===== src/rtl/intersection_scheduler.sv =====
// Phase scheduler for a main road, a side road and a pedestrian crossing.
// Main road rests on green. Side-road and walk phases run only on request, with all-red clearance between them.
module intersection_scheduler #(
  parameter int unsigned T_ALL_RED   = 1,
  parameter int unsigned T_MIN_GREEN = 8,
  parameter int unsigned T_YELLOW    = 3,
  parameter int unsigned T_SIDE_MAX  = 6,
  parameter int unsigned T_WALK      = 5,
  parameter int unsigned CW          = 4
) (
  input  logic       clk,
  input  logic       reset,
  input  logic       tick,
  input  logic       side_req,
  input  logic       ped_req,
  output logic [1:0] main_light,
  output logic [1:0] side_light,
  output logic       walk,
  output logic       ped_ack,
  output logic [2:0] phase
);

  typedef enum logic [2:0] {
    ST_RED_M  = 3'd0,
    ST_MAIN_G = 3'd1,
    ST_MAIN_Y = 3'd2,
    ST_RED_S  = 3'd3,
    ST_SIDE_G = 3'd4,
    ST_SIDE_Y = 3'd5,
    ST_WALK   = 3'd6
  } state_e;

  localparam logic [1:0] LIGHT_RED    = 2'b00;
  localparam logic [1:0] LIGHT_GREEN  = 2'b01;
  localparam logic [1:0] LIGHT_YELLOW = 2'b10;

  // Each end value is the timer count on whose tick the state is left.
  localparam logic [CW-1:0] ALL_RED_END   = CW'(T_ALL_RED - 1);
  localparam logic [CW-1:0] MIN_GREEN_END = CW'(T_MIN_GREEN - 1);
  localparam logic [CW-1:0] YELLOW_END    = CW'(T_YELLOW - 1);
  localparam logic [CW-1:0] SIDE_MAX_END  = CW'(T_SIDE_MAX - 1);
  localparam logic [CW-1:0] WALK_END      = CW'(T_WALK - 1);

  state_e          state_q, state_d;
  logic [CW-1:0]   timer_q, timer_d;
  logic            ped_pending_q, ped_pending_d;
  logic            target_q, target_d;
  logic            ped_ack_q, ped_ack_d;
  logic            enter_walk;

  // NOTE: state registers use non-blocking assignments so every flop samples pre-edge values.
  always_ff @(posedge clk or negedge reset) begin
    if (!reset) begin
      state_q       <= ST_RED_M;
      timer_q       <= '0;
      ped_pending_q <= 1'b0;
      target_q      <= 1'b0;
      ped_ack_q     <= 1'b0;
    end else begin
      state_q       <= state_d;
      timer_q       <= timer_d;
      ped_pending_q <= ped_pending_d;
      target_q      <= target_d;
      ped_ack_q     <= ped_ack_d;
    end
  end

  // NOTE: every signal gets a default first so no path through the case infers a latch.
  always_comb begin
    state_d  = state_q;
    target_d = target_q;
    case (state_q)
      ST_RED_M:  if (tick && timer_q == ALL_RED_END) state_d = ST_MAIN_G;
      ST_MAIN_G: begin
        if (tick && timer_q == MIN_GREEN_END) begin
          if (ped_pending_q) begin
            state_d  = ST_MAIN_Y;
            target_d = 1'b1;
          end else if (side_req) begin
            state_d  = ST_MAIN_Y;
            target_d = 1'b0;
          end
        end
      end
      ST_MAIN_Y: if (tick && timer_q == YELLOW_END) state_d = ST_RED_S;
      ST_RED_S:  if (tick && timer_q == ALL_RED_END) state_d = target_q ? ST_WALK : ST_SIDE_G;
      ST_SIDE_G: if (tick && (!side_req || timer_q == SIDE_MAX_END)) state_d = ST_SIDE_Y;
      ST_SIDE_Y: if (tick && timer_q == YELLOW_END) state_d = ST_RED_M;
      ST_WALK:   if (tick && timer_q == WALK_END) state_d = ST_RED_M;
      default:   state_d = ST_RED_M;
    endcase
  end

  // Main green parks its timer at the minimum so a later request is served on its first tick.
  always_comb begin
    timer_d = timer_q;
    if (state_d != state_q) begin
      timer_d = '0;
    end else if (tick && !(state_q == ST_MAIN_G && timer_q == MIN_GREEN_END)) begin
      timer_d = timer_q + CW'(1);
    end
  end

  // A press on the walk-entry cycle survives the clear and is served next round.
  assign enter_walk    = (state_d == ST_WALK) && (state_q != ST_WALK);
  assign ped_pending_d = ped_req | (ped_pending_q & ~enter_walk);
  assign ped_ack_d     = enter_walk;

  always_comb begin
    main_light = LIGHT_RED;
    side_light = LIGHT_RED;
    walk       = 1'b0;
    case (state_q)
      ST_MAIN_G: main_light = LIGHT_GREEN;
      ST_MAIN_Y: main_light = LIGHT_YELLOW;
      ST_SIDE_G: side_light = LIGHT_GREEN;
      ST_SIDE_Y: side_light = LIGHT_YELLOW;
      ST_WALK:   walk       = 1'b1;
      default:   ;
    endcase
  end

  assign ped_ack = ped_ack_q;
  assign phase   = state_q;

endmodule


===== config.mk =====
export PLATFORM = sky130hd
export DESIGN_NAME = intersection_scheduler
export DESIGN_NICKNAME = d
export VERILOG_FILES = /design/src/rtl/intersection_scheduler.sv
export SDC_FILE = /design/constraint.sdc
export NUM_CORES = 1
export LEC_CHECK = 0
export CAP_MARGIN = 30
export CORE_MARGIN = 5
export CORE_UTILIZATION = 50
export DETAILED_ROUTE_END_ITERATION = 12
export DONT_BUFFER_PORTS = 1
export HOLD_SLACK_MARGIN = 0.08
export PLACE_DENSITY_LB_ADDON = 0.08
export SLEW_MARGIN = 25
export SYNTH_ARGS = -nofsm -noshare
export SYNTH_HDL_FRONTEND = slang
export SYNTH_SLANG_ARGS = --single-unit

===== constraint.sdc =====
create_clock -name clk -period 3.9 [get_ports clk]
set_clock_uncertainty 0.15 [all_clocks]
set_input_delay 0.39 -clock clk [delete_from_list [all_inputs] [get_ports clk]]
set_output_delay 0.39 -clock clk [all_outputs]
set_load 0.02 [all_outputs]

# After elaboration in Yosys (flattened, before gate mapping)
# Index checks and enable logic that the tools add are counted.
dict set report totals {
  output_inout_bits 9
  mem_bits_ro 0
  latch_bits 0
  word_cells 56
  inputBits 5
  ramBits 0
  mem_count 0
  ff_bits 10
}
dict set report op_classes {
  eq_ne 13
  shifts 0
  muxes 18
  reduce_logical 16
  n_bitwise 3
  magnitude_cmp 0
  multipliers 0
  n_div 0
  add_sub_neg 1
}
# operator count
set op_table {}
lappend op_table {{$mux 3} 9}
lappend op_table {{$pmux 3 s7} 1}
lappend op_table {{$eq 3x3->1 const B} 4}
lappend op_table {{$eq 4x3->1 const B} 3}
lappend op_table {{$logic_and 1x1->1} 8}
lappend op_table {{$mux 4} 2}
lappend op_table {{$pmux 2 s2} 2}
lappend op_table {{$eq 3x2->1 const B} 2}
lappend op_table {{$add 4x1->4 const B} 1}
lappend op_table {{$eq 4x2->1 const B} 1}
lappend op_table {{$logic_not 4->1} 1}
lappend op_table {{$reduce_bool 2->1} 2}
lappend op_table {{$eq 3x1->1 const B} 1}
lappend op_table {{$logic_not 3->1} 1}
lappend op_table {{$mux 1} 3}
lappend op_table {{$ne 3x3->1} 1}
lappend op_table {{$ne 3x3->1 const B} 1}
lappend op_table {{$reduce_and 3->1} 1}
lappend op_table {{$logic_not 1->1} 2}
lappend op_table {{$mux 2} 1}
lappend op_table {{$and 1x1->1} 1}
lappend op_table {{$logic_or 1x1->1} 1}
lappend op_table {{$not 1->1} 1}
lappend op_table {{$or 1x1->1} 1}

# Longest topological paths before layout
dict set report depth {
  depth_word 10
  ltp_mapped 7
  depth_no_buf 7
}

# Worst setup path after synthesis
# No wires, ideal clock.
dict set report synth_path {
  kind {reg-to-reg}
  from {register state_q[0], in the netlist phase[0]}
  to {register target_q}
  setup_time_ns 0.128
  synth_period_minus_slack_ns 2.061
  path_slack_ns 1.839
  stages_incl_launch_ff 6
  arrival_time_ns 1.784
  path_cell_list {dfrtp_1 -> buf_2 -> nor3b_2 -> nand3_1 -> nor2_1 -> mux2_1}
}
dict set report synth_between {
  elab_chain_cells 2
}
# item line
set synth_rtl {}
lappend synth_rtl {{start: declaration} 44} ;# state_e state_q, state_d;
lappend synth_rtl {{start signal: assignment} 60} ;# state_q <= state_d;
lappend synth_rtl {{$eq 3x1->1} 72} ;# case (state_q)
lappend synth_rtl {{$reduce_and 3->1 (no line)} n/a}
lappend synth_rtl {{end signal: assignment} 63} ;# target_q <= target_d;
lappend synth_rtl {{end: declaration} 47} ;# logic target_q, target_d;
# Every way passes these cells.
# A chain may end at the register's enable or synchronous reset.

# Final worst setup path
# Ends and elaborated chain as after synthesis.

==> impl_metrics.ini <==
[routing]
viasPerCell = 5.91
wirelength_um = 1410
vias = 556
antenna_left = 0
detail_route.first_pass.iterations = 4
first_iter_violations = 10
wire_per_inst_um = 15.0
drc = 0

[synthesis]
mappedNetlistNets = 86
async_flop_share = 1.00
yosys-top-cells-area = dfrtp_1, ha_1, nor4bb_2
synth_edf_count = 0
synth-compound-area-share = 0.163
synth.yosys.seq_area_share = 0.337
synth_top_family_by_area = simple AND/OR/NAND/NOR gates
syn_inst = 77
synth_top_area_cell = dfrtp_1
yosys.area.top_type_share = 0.337
synth-seq-cells = 10
synth_xor_area_frac = 0.0118
postSynthAreaPerCell_um2 = 9.65
muxShareOfSynthArea = 0.0152
ys_warn_count = 0
syn-cell-area_um2 = 743
synth_common_cells = dfrtp_1, nand2_1
synth_most_common_cell = dfrtp_1
ys_types = 35
synth_fa_ha_area_frac = 0.0673
synth_top_flop_cell = dfrtp_1
synth-simple-area-share = 0.359

[worst_setup_path]
cp_data_arrival_time_ns = 2.30
cp-start-kind = flop
slowest_delay_ns = 0.70
crit_path_cell_trace = nor3b_2 -> nand3_1 -> nor2_1 -> mux2_1
path_class = reg2reg
worstPathRequired_ns = 3.89
cp_max_fo = 14
slowest_stage = dfrtp_1
endpoint_kind = flop

[final_layout]
synthToLayoutAreaGrowth_pct = 6.23
final_util = 0.543
finalNetCount = 88
drive_gt1_frac = 0.192
antenna_cells = 0

[sta]
maxSlewHeadroom = 0.503
rsz0062_at_grt = false
fin_ws_ns = 1.59
period_share = 0.592
maxSlewViolCount = 0
fmax_mhz = 433
hold_viol_final = 0
tightest_slew_ns = 0.744
finalSetupViolations = 0
period_minus_slack_ns = 2.31
fin_tns_setup_ns = 0
fin_hold_ws_ns = 0.0972

[power_and_ir_drop]
finalPower_uw = 471
power.density_mw_per_mm2 = 597
ir_worst_vdd_uv = 344
leakagePower_nw = 0.338

[clocking]
cts_num_sinks = 10
cts-htree-levels = 1
cts.root.buffer_cell = clkbuf_4
cts_buffer_depth = 2
cts.reportedPaths.clkPinSlew_ns = 0.06
numCtsBuffers = 3
cts_tree = yes
clk_latency_ns = 0.26

[grt]
overflow = 0
grt_pass1_wl_um = 2460
grt_max_degree = 16
antenna_found_initial = 0
grt_pass1_vias = 534
grt_use_total = 0.127

[run]
max_cap_violations = 0

[floorplan]
die_h_um = 48.6
initial_core_util = 0.511
pin_count = 14
die_x_um = 48.6
rows = 14
core_mm2 = 0.00145
dieArea_mm2 = 0.00236

[place]
gp_congestion = 0.802
hpwlAfterDp_um = 1070
io_buffers = 0
preCtsSetupSlack_ns = 1.62

[worst_hold_path]
hold_path.class = in2reg

[run_status]
status = finished, final reports clean
logic make-up after synthesis:
kind of cell    after synthesis
fa+ha+maj                     4
compound gates               16
flops                        10
xor+xnor                      1
simple gates                 37
mux                           1
buf+inv                       8
power by group:
group,total (mW),switching (mW),internal [mW]
Combinational,0.189,0.103,0.0865
Clock,0.0888,0.0323,0.0565
Sequential,0.193,0.0675,0.125
Total,0.471,0.203,0.268
sequential cells by signal (all words and copies together), names as in the netlist:
name and cells:
timer_q 4, phase 3, ped_ack 1, ped_pending_q 1, target_q 1
per-layer routing:
layer  GRT usage  share of wire
met4      0.0807         0.0085
met1       0.188           0.50
met5           0              0
met3      0.0184          0.040
met2       0.170           0.45
final timing paths:
| path | startpoint | to | slack [ns] | depth (start not counted) |
|---|---|---|---|---|
| worst min-delay path | ped_req | ped_pending_q | 0.1 | 1 |
| worst min register to register | target_q | target_q | 0.38 | 1 |
| worst max register to register | phase[0] | target_q | 1.59 | 4 |
| worst max-delay path | phase[0] | target_q | 1.59 | 4 |
| max in group asynchronous | reset | timer_q[1] | 2.96 | 1 |
| min in group asynchronous | reset | phase[1] | 0.35 | 1 |
stage by stage:
stage / instances / instance area, µm²
CTS: 94 / 790
finish: 94 / 790
floorplan: 77 / 743
detailed placement: 89 / 743
global placement: 89 / 743
global route: 94 / 790
placed cells by master, fill, tap and decap left out, drive strengths merged:
cell type,synthesis,layout
a31o,2,2
mux2,1,1
nand4,1,1
dfrtp,10,10
nor4bb,2,2
nand3b,1,1
dlygate4sd3,0,1
a21oi,4,4
nand2,6,6
and3b,2,2
o21a,1,1
and3,1,1
inv,4,4
nor3,2,2
o221ai,1,1
xnor2,1,1
ha,4,4
nor4b,2,2
a32oi,1,1
a22oi,1,1
nor2,4,4
o21bai,1,1
clkbuf,0,4
and2,1,1
nor3b,3,3
o311ai,1,1
nand3,3,3
nand2b,3,3
o21ai,4,4
nor2b,4,4
and4,2,2
critical path: cells and delay by family, from the launching register on:
family        cells  cell delay, ns
simple gates      3            1.00
mux               1            0.34
flops             1            0.70
what timing repair did:
item | 4_1_cts | 5_1_grt
hold buffers | 1 | 0
gates resized for setup | 0 | 0
hold endpoints to repair | 10 | 0
buffers inserted | 0 | 0
cell type report:
| type | instances | area, µm² |
|---|---|---|
| fillers | 140 | 664 |
| multi-input cells | 59 | 458 |
| flip-flops and latches | 10 | 250 |
| clock buffers | 4 | 36.3 |
| well taps | 16 | 20.0 |
| inverters | 4 | 15.0 |
| repair buffers | 1 | 10.0 |
Power figures use the tool's default switching activity.
